## src/rtl/ex_mem.sv

```systemverilog
// EX/MEM pipeline register with stall, bubble and flush handling.
// Define EX_MEM_MADD_EN to build the multiply-accumulate feedback register (hilo/cnt).
module ex_mem (
  input  logic        clk,
  input  logic        rst,
  input  logic [5:0]  stall,
  input  logic        flush,
  input  logic [4:0]  ex_wd,
  input  logic        ex_wreg,
  input  logic [31:0] ex_wdata,
  input  logic        ex_whilo,
  input  logic [31:0] ex_hi,
  input  logic [31:0] ex_lo,
  output logic [4:0]  mem_wd,
  output logic        mem_wreg,
  output logic [31:0] mem_wdata,
  output logic        mem_whilo,
  output logic [31:0] mem_hi,
  output logic [31:0] mem_lo
`ifdef EX_MEM_MADD_EN
  ,
  input  logic [63:0] hilo_i,
  input  logic [1:0]  cnt_i,
  output logic [63:0] hilo_o,
  output logic [1:0]  cnt_o
`endif
);

  typedef struct packed {
    logic [4:0]  wd;
    logic        wreg;
    logic [31:0] wdata;
    logic        whilo;
    logic [31:0] hi;
    logic [31:0] lo;
  } stage_t;

  typedef enum logic [1:0] {
    EDGE_FLUSH,
    EDGE_BUBBLE,
    EDGE_PASS,
    EDGE_HOLD
  } edge_e;

  edge_e  edge_sel;
  stage_t stage_d, stage_q;

  // Priority: flush beats any stall; only stall[3] and stall[4] matter.
  always_comb begin
    if (flush)
      edge_sel = EDGE_FLUSH;
    else if (!stall[3])
      edge_sel = EDGE_PASS;
    else if (!stall[4])
      edge_sel = EDGE_BUBBLE;
    else
      edge_sel = EDGE_HOLD;
  end

  // NOTE: every combinational output gets a default first so no latch can be inferred.
  always_comb begin
    stage_d = stage_q;
    unique case (edge_sel)
      EDGE_FLUSH,
      EDGE_BUBBLE: stage_d = '0;
      EDGE_PASS: begin
        stage_d.wd    = ex_wd;
        stage_d.wreg  = ex_wreg;
        stage_d.wdata = ex_wdata;
        stage_d.whilo = ex_whilo;
        stage_d.hi    = ex_hi;
        stage_d.lo    = ex_lo;
      end
      EDGE_HOLD: stage_d = stage_q;
      default:   stage_d = stage_q;
    endcase
  end

  // NOTE: sequential state uses non-blocking assignments so all registers update together.
  always_ff @(posedge clk or posedge rst) begin
    if (rst)
      stage_q <= '0;
    else
      stage_q <= stage_d;
  end

  assign mem_wd    = stage_q.wd;
  assign mem_wreg  = stage_q.wreg;
  assign mem_wdata = stage_q.wdata;
  assign mem_whilo = stage_q.whilo;
  assign mem_hi    = stage_q.hi;
  assign mem_lo    = stage_q.lo;

`ifdef EX_MEM_MADD_EN
  logic [63:0] hilo_d, hilo_q;
  logic [1:0]  cnt_d, cnt_q;

  // The partial product survives only across the bubble of a two-cycle madd/msub.
  always_comb begin
    hilo_d = hilo_q;
    cnt_d  = cnt_q;
    unique case (edge_sel)
      EDGE_FLUSH,
      EDGE_PASS: begin
        hilo_d = '0;
        cnt_d  = '0;
      end
      EDGE_BUBBLE: begin
        hilo_d = hilo_i;
        cnt_d  = cnt_i;
      end
      EDGE_HOLD: begin
        hilo_d = hilo_q;
        cnt_d  = cnt_q;
      end
      default: begin
        hilo_d = hilo_q;
        cnt_d  = cnt_q;
      end
    endcase
  end

  always_ff @(posedge clk or posedge rst) begin
    if (rst) begin
      hilo_q <= '0;
      cnt_q  <= '0;
    end else begin
      hilo_q <= hilo_d;
      cnt_q  <= cnt_d;
    end
  end

  assign hilo_o = hilo_q;
  assign cnt_o  = cnt_q;
`endif

endmodule

```

## config.mk

```make
export PLATFORM = sky130hd
export DESIGN_NAME = ex_mem
export DESIGN_NICKNAME = d
export VERILOG_FILES = /design/src/rtl/ex_mem.sv
export SDC_FILE = /design/constraint.sdc
export NUM_CORES = 1
export LEC_CHECK = 0
export CAP_MARGIN = 20
export CORE_MARGIN = 5
export CORE_UTILIZATION = 38
export DETAILED_ROUTE_END_ITERATION = 6
export PLACE_DENSITY = 0.9
export SLEW_MARGIN = 0
export SYNTH_ARGS = -nofsm -noshare
export SYNTH_HDL_FRONTEND = slang
export SYNTH_SLANG_ARGS = --single-unit
```

## constraint.sdc

```tcl
create_clock -name clk -period 4.5 [get_ports clk]
set_clock_uncertainty 0.1 [all_clocks]
set_input_delay 1.35 -clock clk [delete_from_list [all_inputs] [get_ports clk]]
set_output_delay 1.35 -clock clk [all_outputs]
set_load 0.005 [all_outputs]
```

==> results of run 1 <==
-- cells by family (layout without fill, tap and decap cells) --
logic type             Yosys count  in the layout
AO/OA/AOI/OAI                  103            103
buffers and inverters           36            234
flip-flops                     103            103
AND/OR/NAND/NOR                  3              3
-- worst paths after layout --
kind,from,end,slack [ns],cells after the start
worst max-delay path,stall[3],mem_hi[0],1.72,4
worst min-delay path,mem_wdata[15],mem_wdata[15],0.43,1
worst max register to register,mem_hi[0],mem_hi[0],3.62,1
worst min register to register,mem_wdata[15],mem_wdata[15],0.43,1
max in group asynchronous,rst,mem_wdata[4],2.28,3
min in group asynchronous,rst,mem_hi[31],1.31,2
-- synth_stat cells, drive strengths merged --
cell,count,area share
a32o,103,0.27
dfrtp,103,0.67
buf,21,0.039
clkbuf,13,0.013
inv,2,0.0020
and2,1,0.0023
nor2,1,0.00098
nor2b,1,0.0016
-- metrics by stage --
| stage | worst slack (ns) | area, um^2 | hold slack, ns |
|---|---|---|---|
| finish | 1.72 | 6200 | 0.427 |
| global route | 1.65 | 6200 | 0.448 |
| CTS | 1.71 | 6200 | 0.434 |
| detailed placement | 1.31 | 5970 | 0.411 |
| global placement | 1.40 | 5970 | 0.402 |
| floorplan | 0.346 | 3830 | 0.417 |
-- area by class of cell --
class | instances | area (um^2) | area share
flip-flops and latches | 103 | 2580 | 0.416
clock inverters | 7 | 103 | 0.0165
inverters | 2 | 10.0 | 0.00161
repair buffers | 216 | 2150 | 0.348
multi-input cells | 106 | 1060 | 0.172
clock buffers | 9 | 124 | 0.0200
well taps | 133 | 166 | 0.0268
-- power by group through the flow --
stage / logic, W / registers [W] / clock network, W
floorplan: 0.0000969 / 0.00101 / 0
global placement: 0.000299 / 0.00101 / 0
detailed placement: 0.000308 / 0.00101 / 0
CTS: 0.000309 / 0.000993 / 0.000676
global route: 0.000327 / 0.000999 / 0.000711
finish: 0.000304 / 0.000993 / 0.000651
-- sequential cells by signal, summed over array words and instances, names as in the netlist --
signal and flops:
mem_wdata 32, mem_lo 32, mem_wreg 1, mem_hi 32, mem_wd 5, mem_whilo 1
-- layer usage --
metal,routed length (um),GRT usage
met5,0,0
met4,158,0.0452
met3,1250,0.0892
met2,5520,0.297
met1,4700,0.234
-- worst max-delay path, stage by stage --
cell and delay (ns):
clkdlybuf4s50_1 0.55, nor2b_4 0.37, buf_4 0.43, a32o_1 0.25
==> impl_metrics.toml, run 1 <==
[synth]
syn_avg_cell_area_um2 = 15.7
synth_xor_area_frac = 0
synth_top_family_by_area = "compound AO/OA/AOI/OAI gates"
netlist_area_um2 = 3830
synth_fa_ha_area_frac = 0
synth_warnings = 0
synth_mux_area_frac = 0
yosys.area_share.simple = 0.00489
synth-compound-area-share = 0.269
syn_inst = 245
mappedNetlistNets = 357
ys_seq_area_frac = 0.672
synth_cell_types = 10
synth-seq-cells = 103

[clock_tree]
postCtsHoldBufs = 0
clk_pin_slew_ns = 0.10
postCtsSetupRepairBufs = 0
htreeDepth = 3
clock_tree.root_cell = "clkbuf_8"
cts_tree = "yes"
clk-insertion-delay-late_ns = 0.36
ctsResizeCount = 0
numClockSinks = 103
cts_buffers = 9
cts_max_path_buffers = 2

[sta]
final.min_clock_period_ns = 2.78
setup_viol = 0
slew_headroom = 0.513
tightestPinTransition_ns = 0.730
finalMaxSlewViolations = 0
rsz0062_at_grt = "false"
fmax_mhz = 360
setup_tns_ns = 0
finalHoldViolCount = 0
fin_crit_sh = 0.618

[grt]
antenna_found_initial = 0
grt_max_degree = 68
grt_pass1_vias = 3355
overflow = 0
grt_pass1_wl_mm = 18.7
track_usage = 0.188

[placed_design]
placed_cells = 560
gp_congestion = 0.749
numPortBuffers = 210
hpwlAfterDp_mm = 8.19

[route]
drt_iter0_drc = 335
viasPerCell = 5.57
drt_first_pass_iters = 5
vias = 3211
post-route-drc-count = 0
final_antenna_net_count = 0
wl_per_cell_um = 20.2
wl_mm = 11.6

[floorplan]
row_count = 36
initial_core_util = 0.391
fp.dieW_um = 110
dieArea_um2 = 12200
io_pins = 215
fp.dieH_um = 110
core_um2 = 9820

[finish]
stdcell_count = 576
nNetsFinal = 550
areaGrowthSynthToFinish_pct = 61.7
diodes = 0
filler_cell_count = 755
final_util = 0.631
final_cell_mix = "clkdlybuf4s50_1, a32o_1, dfrtp_1"
final_common_cell = "clkdlybuf4s50_1"
drive_gt1_frac = 0.0609

[setup_path]
endpoint_kind = "flip-flop"
critPathLaunchType = "primary input"
arrival_ns = 2.97
crit_fanout = 38
path_class = "primary input to flip-flop"
cp.required_ns = 4.69

[run_status]
outcome = "completed"

[power]
powerDensity_nw_per_um2 = 314
power_leakage_nw = 2.56
p_comb_frac = 0.156
swShare = 0.240
pwr-share-seq = 0.510
power_w = 0.00195
power.internal_w = 0.00148
clockPowerShare = 0.334
vdd_drop_max_uv = 218
switchingPower_w = 0.000467

[min_path]
hp-class = "flip-flop to flip-flop"

[job]
drv_cap = 0
(Power assumes the default switching activity.)
==> run 2: changes to the inputs <==
==> constraint.sdc (replaced) <==
create_clock -name clk -period 2.9 [get_ports clk]
set_clock_uncertainty 0.1 [all_clocks]
set_input_delay 0.87 -clock clk [delete_from_list [all_inputs] [get_ports clk]]
set_output_delay 0.87 -clock clk [all_outputs]
set_load 0.005 [all_outputs]
==> impl_metrics.toml, run 2 (synthesized netlist as in run 1, its figures left out) <==
[power]
power_leakage_nw = 2.54
vdd_drop_max_uv = 237
power_w = 0.00284
powerDensity_nw_per_um2 = 459

[floorplan]
initial_core_util = 0.391
fp.dieW_um = 110
row_count = 36
dieArea_um2 = 12200
io_pins = 215
core_um2 = 9820
fp.dieH_um = 110

[grt]
overflow = 0
track_usage = 0.195
grt_pass1_wl_mm = 19.2
antenna_found_initial = 0
grt_max_degree = 56
grt_pass1_vias = 3391

[finish]
areaGrowthSynthToFinish_pct = 61.3
final_cell_mix = "clkdlybuf4s50_1, a32o_1, dfrtp_1"
drive_gt1_frac = 0.0605
nNetsFinal = 553
diodes = 0
final_common_cell = "clkdlybuf4s50_1"

[sta]
final.min_clock_period_ns = 2.24
rsz0062_at_grt = "false"
tightestPinTransition_ns = 0.681
finalMaxSlewViolations = 0
setup_viol = 0
layout_setup_ws_ns = 0.663
fin_crit_sh = 0.771
setup_tns_ns = 0
slew_headroom = 0.546
fmax_mhz = 447
finalHoldViolCount = 0

[setup_path]
crit_fanout = 2
cpPeakStageDelay_ns = 0.52
endpoint_kind = "output port"
cp.required_ns = 1.93
arrival_ns = 1.27
critPathLaunchType = "flip-flop"
path_class = "flip-flop to output port"
crit_family = "buffers and inverters"
slowest_stage = "clkdlybuf4s50_1"
critPathBufInv = 1
cp_cell_sequence = "clkdlybuf4s50_1"

[clock_tree]
clk_pin_slew_ns = 0.10
cts_max_path_buffers = 2
postCtsHoldBufs = 0
clock_tree.root_cell = "clkbuf_8"
cts_buffers = 9
clk-insertion-delay-late_ns = 0.34
numClockSinks = 103
ctsResizeCount = 0
postCtsSetupRepairBufs = 0
htreeDepth = 3
cts_tree = "yes"

[route]
final_antenna_net_count = 0
vias = 3255
wl_mm = 12.0
drt_first_pass_iters = 5
post-route-drc-count = 0
viasPerCell = 5.62
drt_iter0_drc = 308
wl_per_cell_um = 20.8

[placed_design]
gp_congestion = 0.793
numPortBuffers = 210
hpwlAfterDp_mm = 8.58
post-place-ws_ns = 0.0400

[min_path]
hp-class = "flip-flop to flip-flop"

[run_status]
outcome = "completed"

[job]
drv_cap = 0
[run 2: metal layers]
layer  track usage  share of wire
met5             0              0
met2         0.321           0.51
met1         0.237           0.38
met4        0.0813          0.027
met3        0.0624          0.085
[run 2: final timing paths]
path | slack, ns | endpoint | from | cells after the start
worst max register to register | 2.01 | mem_hi[3] | mem_hi[3] | 1
worst min-delay path | 0.43 | mem_wdata[24] | mem_wdata[24] | 1
min in group asynchronous | 0.94 | mem_lo[26] | rst | 3
worst min register to register | 0.43 | mem_wdata[24] | mem_wdata[24] | 1
max in group asynchronous | 1.25 | mem_wdata[15] | rst | 3
worst max-delay path | 0.66 | mem_lo[11] | mem_lo[11] | 1
[run 2: cell type report]
type                       instances  area [um^2]
clock buffer                      14          163
clock inverter                     2         15.0
fill                             806         3630
inverter                           2         11.3
multi-input combinational        106         1060
sequential                       103         2580
tap                              133          166
timing repair buffer             219         2190
[run 2: per-stage QoR]
step / instances / instance area [um^2] / util / hold WS, ns
2_1_floorplan: 245 / 3840 / - / 0.417
4_1_cts: 578 / 6170 / 0.628 / 0.429
5_1_grt: 579 / 6190 / 0.630 / 0.446
6_report: 579 / 6190 / 0.630 / 0.428
3_3_place_gp: 562 / 5990 / 0.610 / 0.403
3_5_place_dp: 562 / 5990 / 0.610 / 0.409
[run 2: power by group]
group | internal, W | switching [W] | leakage (nW)
Combinational | 0.000300 | 0.000179 | 1.07
Sequential | 0.00150 | 0.0000399 | 1.38
Clock | 0.000361 | 0.000456 | 0.0829
